**src/rtl/spm_pkg.sv**
```systemverilog
// spm_pkg: definitions shared by the serial-multiplier host and its core.
//   SPM_N       default operand width (the product is 2*SPM_N bits)
//   spm_state_t host FSM encoding: IDLE=0, CLEAR=1, SHIFT=2, DONE=3
//   cnt_width() width of the SHIFT cycle counter, which spans 0..2N
package spm_pkg;

  localparam int SPM_N = 32;

  typedef enum logic [1:0] {
    ST_IDLE  = 2'd0,
    ST_CLEAR = 2'd1,
    ST_SHIFT = 2'd2,
    ST_DONE  = 2'd3
  } spm_state_t;

  function automatic int cnt_width(input int n);
    return $clog2(2 * n + 1);
  endfunction

endpackage

```
**src/rtl/spm_host.sv**
```systemverilog
// spm_host: valid/ready wrapper that runs a bit-serial signed multiplier core.
// It accepts an operand pair in IDLE and pulses the core clear in CLEAR. It
// then streams 2N+1 multiplier bits in SHIFT and collects the serial product
// into p_reg. It presents the 2N-bit product in DONE until it is taken.
//   clk, rst   clock; asynchronous active-high reset
//   in_valid / in_ready / in_x / in_y     operand pair handshake
//   out_valid / out_ready / out_p         product handshake
//   mult_clr / mult_x / mult_y / mult_p   connection to the serial core
//   busy       high whenever the FSM is not in IDLE
module spm_host
  import spm_pkg::*;
#(
  parameter int N = SPM_N
) (
  input  logic           clk,
  input  logic           rst,
  input  logic           in_valid,
  output logic           in_ready,
  input  logic [N-1:0]   in_x,
  input  logic [N-1:0]   in_y,
  output logic           out_valid,
  input  logic           out_ready,
  output logic [2*N-1:0] out_p,
  output logic           mult_clr,
  output logic [N-1:0]   mult_x,
  output logic           mult_y,
  input  logic           mult_p,
  output logic           busy
);

  localparam int CW = cnt_width(N);
  localparam logic [CW-1:0] CNT_HALF = CW'(N);
  localparam logic [CW-1:0] CNT_LAST = CW'(2 * N);

  spm_state_t     state_reg;
  spm_state_t     state_next;
  logic [CW-1:0]  cnt_reg;
  logic [N-1:0]   x_reg;
  logic [N-1:0]   y_reg;
  logic [2*N-1:0] p_reg;
  logic [N-1:0]   y_shifted;

  // State register
  always_ff @(posedge clk or posedge rst) begin
    if (rst) begin
      state_reg <= ST_IDLE;
    end else begin
      state_reg <= state_next;
    end
  end

  // Next-state logic
  always_comb begin
    state_next = state_reg;
    unique case (state_reg)
      ST_IDLE:  if (in_valid)             state_next = ST_CLEAR;
      ST_CLEAR:                           state_next = ST_SHIFT;
      ST_SHIFT: if (cnt_reg == CNT_LAST)  state_next = ST_DONE;
      ST_DONE:  if (out_ready)            state_next = ST_IDLE;
      default:                            state_next = ST_IDLE;
    endcase
  end

  // SHIFT cycle index c; cleared during CLEAR so the first SHIFT cycle is c=0
  always_ff @(posedge clk or posedge rst) begin
    if (rst) begin
      cnt_reg <= '0;
    end else if (state_reg == ST_CLEAR) begin
      cnt_reg <= '0;
    end else if (state_reg == ST_SHIFT) begin
      cnt_reg <= cnt_reg + 1'b1;
    end
  end

  // Operands are captured only on the IDLE handshake. They stay put while
  // busy, so in_x/in_y are free to change.
  always_ff @(posedge clk or posedge rst) begin
    if (rst) begin
      x_reg <= '0;
      y_reg <= '0;
    end else if (state_reg == ST_IDLE && in_valid) begin
      x_reg <= in_x;
      y_reg <= in_y;
    end
  end

  // The core's product bit lags its y bit by one cycle. Cycle c=0 therefore
  // carries nothing useful. Cycles 1..2N deliver product bits 0..2N-1, and
  // after 2N right shifts bit k lands in p_reg[k].
  always_ff @(posedge clk or posedge rst) begin
    if (rst) begin
      p_reg <= '0;
    end else if (state_reg == ST_SHIFT && cnt_reg != '0) begin
      p_reg <= {mult_p, p_reg[2*N-1:1]};
    end
  end

  assign y_shifted = y_reg >> cnt_reg;

  // Output decode: from state and registered data only
  always_comb begin
    in_ready  = 1'b0;
    out_valid = 1'b0;
    busy      = 1'b1;
    mult_clr  = 1'b0;
    mult_x    = '0;
    mult_y    = 1'b0;
    unique case (state_reg)
      ST_IDLE: begin
        in_ready = 1'b1;
        busy     = 1'b0;
      end
      ST_CLEAR: begin
        mult_clr = 1'b1;
        mult_x   = x_reg;
      end
      ST_SHIFT: begin
        mult_x = x_reg;
        // y bits LSB first, then y's sign bit to extend it to 2N bits, then
        // a trailing 0 that flushes the last product bit out of the core.
        if (cnt_reg < CNT_HALF) begin
          mult_y = y_shifted[0];
        end else if (cnt_reg < CNT_LAST) begin
          mult_y = y_reg[N-1];
        end
      end
      ST_DONE: begin
        out_valid = 1'b1;
      end
      default: begin
        busy = 1'b0;
      end
    endcase
  end

  assign out_p = p_reg;

endmodule
```
**config.mk**
```make
export PLATFORM = sky130hd
export DESIGN_NAME = spm_host
export DESIGN_NICKNAME = d
export VERILOG_FILES = /design/src/rtl/spm_pkg.sv /design/src/rtl/spm_host.sv
export SDC_FILE = /design/constraint.sdc
export NUM_CORES = 1
export LEC_CHECK = 0
export ABC_AREA = 1
export BUFFER_PORTS_ARGS = -buffer_cell sky130_fd_sc_hd__buf_2
export CAP_MARGIN = 30
export CORE_ASPECT_RATIO = 0.9
export CORE_MARGIN = 2
export CORE_UTILIZATION = 47
export DETAILED_ROUTE_END_ITERATION = 16
export PLACE_DENSITY_LB_ADDON = 0.3
export SLEW_MARGIN = 10
export SYNTH_ARGS = -nofsm -noshare
export SYNTH_HDL_FRONTEND = slang
export SYNTH_SLANG_ARGS = --single-unit
```
**constraint.sdc**
```tcl
create_clock -name clk -period 5.1 [get_ports clk]
set_clock_uncertainty 0.2 [all_clocks]
set_input_delay 1.02 -clock clk [delete_from_list [all_inputs] [get_ports clk]]
set_output_delay 1.02 -clock clk [all_outputs]
set_load 0.05 [all_outputs]
```
# Yosys cells after proc, flatten, opt, wreduce, memory -nomap -nowiden

Cells that the tools add are included.

Bits in registers: 137
Bits of input ports: 69
Output and inout bits: 101
Word-level logic and storage cells: 37

Add/sub/neg operators: 1
$lt $le $gt $ge: 2
Eq/ne operators: 7
Shifts and indexed selects: 1
Mux-type cells: 14
Reduce and logical (&&, ||, !) cells: 7

Operator list:

| cell                                                                          | count |
|---|---|
| 32-bit 2-to-1 mux                                                             | 1 |
| 32-bit by 7-bit right shift with 1-bit output                                 | 1 |
| 7-bit 2-to-1 mux                                                              | 2 |
| 2-bit case mux with 4 select lines                                            | 1 |
| 7-bit by 1-bit adder with 7-bit output (second input constant)                | 1 |
| 7-bit == test (second input constant)                                         | 1 |
| 7-bit by 6-bit less-than comparator with 1-bit output (second input constant) | 1 |
| 7-bit less-than comparator (second input constant)                            | 1 |
| 1-bit 2-to-1 mux                                                              | 7 |
| 7-bit nonzero test                                                            | 1 |
| 2-bit 2-to-1 mux                                                              | 3 |
| 2-bit != test (second input constant)                                         | 3 |
| 2-bit == test (second input constant)                                         | 2 |
| 3-bit AND reduction                                                           | 1 |
| 2-bit by 1-bit == test with 1-bit output (second input constant)              | 1 |
| 1-bit logical AND                                                             | 2 |
| 2-bit zero test                                                               | 1 |
| 2-bit nonzero test                                                            | 1 |
| 2-bit OR reduction                                                            | 1 |

# Depth between registers and ports, before layout

Depth in word-level cells: 4
Gate-level depth with buffers: 11
Gate-level depth less buffers: 10

# Least setup slack after synthesis

No wires, ideal clock.

Path kind: reg2out
From: register cnt_reg[0]
To: output port mult_y
Arrival: 1857 ps
Data required time: 3880 ps
Path slack: 2023 ps
Cell stages (with the launch flop): 12
Buffers on the path: 2
Cell sequence: dfrtp_1 buf_6 inv_4 buf_6 nand2_1 nand3_1 nand2_1 nand2_1 nand3_1 nand2_1 nand2_1 a21oi_1

Word-level cells in the longest chain between the ends: 4
Elaborated cells between the ends (all ways): 6
Those cells by class: order compare: 2; shift: 1; mux: 3

Ends and longest elaborated chain:

| what                       | line            | RTL |
|---|---|---|
| start: declaration         | spm_host.sv:37  | `logic [CW-1:0] cnt_reg;` |
| start signal: assignment   | spm_host.sv:71  | `cnt_reg <= cnt_reg + 1'b1;` |
| 7-bit less-than comparator | spm_host.sv:123 | `end else if (cnt_reg < CNT_LAST) begin` |
| 1-bit 2-to-1 mux           | spm_host.sv:123 |  |
| 1-bit 2-to-1 mux (*)       | spm_host.sv:121 | `if (cnt_reg < CNT_HALF) begin` |
| 1-bit 2-to-1 mux (*)       | spm_host.sv:108 | `unique case (state_reg)` |
| end: declaration           | spm_host.sv:26  | `output logic mult_y,` |

Every way passes the cells marked *; elsewhere a longest branch is shown, timed or not.

# Final worst setup path

Ends and elaborated chain as after synthesis.

==> impl_metrics.csv <==
group,metric,value,unit
job,maxCapViolCount,0,
route,drt_iter0_markers,271,
placed_design,gp_congestion,0.809,
clock_tree,cts-resized-gates,0,
critical_path,worstPathRequired,3.88,ns
power_and_ir_drop,power_density,339,mW/mm²
timing,fin_crit,3.63,ns
yosys,synth_compound_area_frac,0.100,
timing,rsz0062_at_grt,"no",
floorplan,rows,39,
critical_path,cp_max_fo,19,
layout,final_cells,981,
timing,period_share,0.712,
power_and_ir_drop,ir_drop,266,µV
layout,final_layout_size_suffix_gt1_frac,0.341,
critical_path,path_class,"flop to output pin",
clock_tree,clkTransAtPathRegs,0.06,ns
clock_tree,post_cts_buffers,0,
grt,grt_overflow,0,
route,finalWirelength,12800,µm
yosys,synthTopCellsByArea,"dfrtp_1 57%, nand2_1 7.7%, mux2_2 7.5%, inv_1 6.5%, nor2_1 3.9%",
timing,setup_viol,0,
route,dr.pass1.iters,4,
yosys,async_reset_ff_frac,1.00,
route,wl_per_cell,13.0,µm
layout,seqCellArea,0.00343,mm²
yosys,synthMuxAreaShare,0.0762,
clock_tree,clk_latency,0.41,ns
layout,fill_cells,1097,
yosys,ys_types,27,
grt,antenna_found_initial,0,
clock_tree,cts-buffers-inserted,17,
yosys,synth.top_cell.area_share,0.567,
placed_design,port_buffers,169,
timing,whs,0.302,ns
floorplan,initial_utilization,0.478,
layout,area_growth,26.9,%
layout,antenna_cells,0,
yosys,synth_top_family_by_area,"simple AND/OR/NAND/NOR gates",
placed_design,dp.cells,948,
floorplan,dieArea,0.0138,mm²
yosys,syn_area,0.00605,mm²
route,postRouteAntennaNets,0,
grt,grt_pass1_vias,4535,
layout,utilization,0.607,
timing,relSlewSlack,0.385,
floorplan,die_h,112,µm
clock_tree,htree_levels,4,
clock_tree,cts_buffer_depth,2,
yosys,ys_ff_latch,137,
critical_path,crit_path_start_kind,"flop",
power_and_ir_drop,report.power.total,2.60,mW
power_and_ir_drop,p_leak,4.33,nW
floorplan,core_area,0.0126,mm²
timing,max_freq,275,MHz
yosys,yosysWarnings,0,
timing,worstMarginPinSlew,0.919,ns
route,route.detailed.drc,0,
timing,slew_viol_final,0,
layout,multi_input_area,0.00202,mm²
floorplan,dieWidth,124,µm
clock_tree,cts_tree,"yes",
placed_design,dp_hpwl,8990,µm
yosys,synth_commonest_cells,"137 x dfrtp_1, 124 x nand2_1, 105 x inv_1, 63 x nor2_1, 40 x mux2_2",
clock_tree,cts.sinks,137,
hold_path,worstHoldPathType,"flop to flop",
yosys,yosysMostFrequentCell,"dfrtp_1",
grt,grt_pass1_wl,21500,µm
timing,fin_setup_tns,0,ns
yosys,synth_cells,640,
layout,largest_register_ffs,64,
yosys,synth-seq-area-share,0.567,
yosys,synth_top_cell_by_area,"dfrtp_1",
yosys,synth.avg_cell_area,9.45,µm²
yosys,synth-edff-count,0,
layout,layout.nets,879,
floorplan,num_io_pins,170,
critical_path,regToRegSetupSlack,2.31,ns
route,viasPerCell,4.68,
critical_path,critPathCaptureType,"output pin",
timing,hold_violations,0,
grt,globalRouteTotalUtil,0.198,
yosys,synthAdderAreaFrac,0.0124,
yosys,synth-xor-area-share,0,
clock_tree,cts-root-buf,"clkbuf_16",
yosys,synth_top_flop_cell,"dfrtp_1",
outcome,outcome,"finished, final reports clean",
route,num_vias,4589,
grt,grt_max_degree,106,
clock_tree,cts_hold_buf,0,
yosys,synth-simple-area-share,0.144,
yosys,synth_nets,715,
critical_path,worstPathArrival,2.41,ns
[cell type report]
cell class | instances | share of cell area
multi-input cells | 365 | 0.264
flip-flops and latches | 137 | 0.447
inverters | 107 | 0.0533
clock buffers | 20 | 0.0608
clock inverters | 12 | 0.0222
well taps | 164 | 0.0267
repair buffers | 176 | 0.127
[worst max-delay path, stage by stage, from the launching register on]
cell and delay, ns:
dfrtp_1 0.76, inv_4 0.21, nand2_1 0.12, nand3_1 0.07
nand2_1 0.07, nand2_1 0.06, nand2_1 0.07, inv_1 0.04
nand2_1 0.05, nand2_1 0.05, a21oi_1 0.19, buf_2 0.30
[per-stage QoR]
step	setup slack [ns]	area [µm²]
after global placement	1.93	6950
after global routing	1.35	7670
after floorplan	0.212	6050
after detailed placement	1.93	7010
after CTS	1.47	7650
final	1.47	7670
[where the power goes]
part | switching (mW) | internal, mW
Combinational | 0.122 | 0.0450
Sequential | 0.0125 | 1.11
Clock | 0.460 | 0.855
[path summary, 6_finish.rpt]
path / startpoint / end / cells after the start
hold reg to reg: x_reg[25] / x_reg[25] / 1
setup / recovery: cnt_reg[0] / mult_y / 11
hold / removal: x_reg[25] / x_reg[25] / 1
max in group asynchronous: rst / state_reg[0] / 4
min in group asynchronous: rst / out_p[35] / 2
setup reg to reg: cnt_reg[0] / out_p[32] / 7
[routing by layer]
layer / share of wire / vias to the layer above / wire length (µm) / track usage
li1: - / 2325 / - / -
met1: 0.44 / 2134 / 5570 / 0.256
met2: 0.49 / 120 / 6250 / 0.312
met3: 0.065 / 10 / 826 / 0.0717
met4: 0.0092 / 0 / 117 / 0.0576
met5: 0 / - / 0 / 0
[kinds of logic (layout without fill, tap and decap cells)]
logic type      count (synthesis)  after routing
flops                         137            137
buf+inv                       138            315
compound gates                101            101
mux                            41             41
fa+ha+maj                       6              6
simple gates                  217            217
[placed cells by master (no fill, tap or decap), types with 3 or more instances in the layout]
cell type    n
a21oi_1     37
a21oi_2     24
buf_16       3
buf_2      169
buf_4        3
bufinv_16    4
clkbuf_16   17
clkbuf_8     3
clkinv_2     5
dfrtp_1    137
ha_1         6
inv_1      104
mux2_2      40
nand2_1    123
nand3_1     22
nor2_1      63
nor3_1       4
o21ai_0     29
o21ai_1      7
Note: power is estimated with default switching activity, not from simulation.
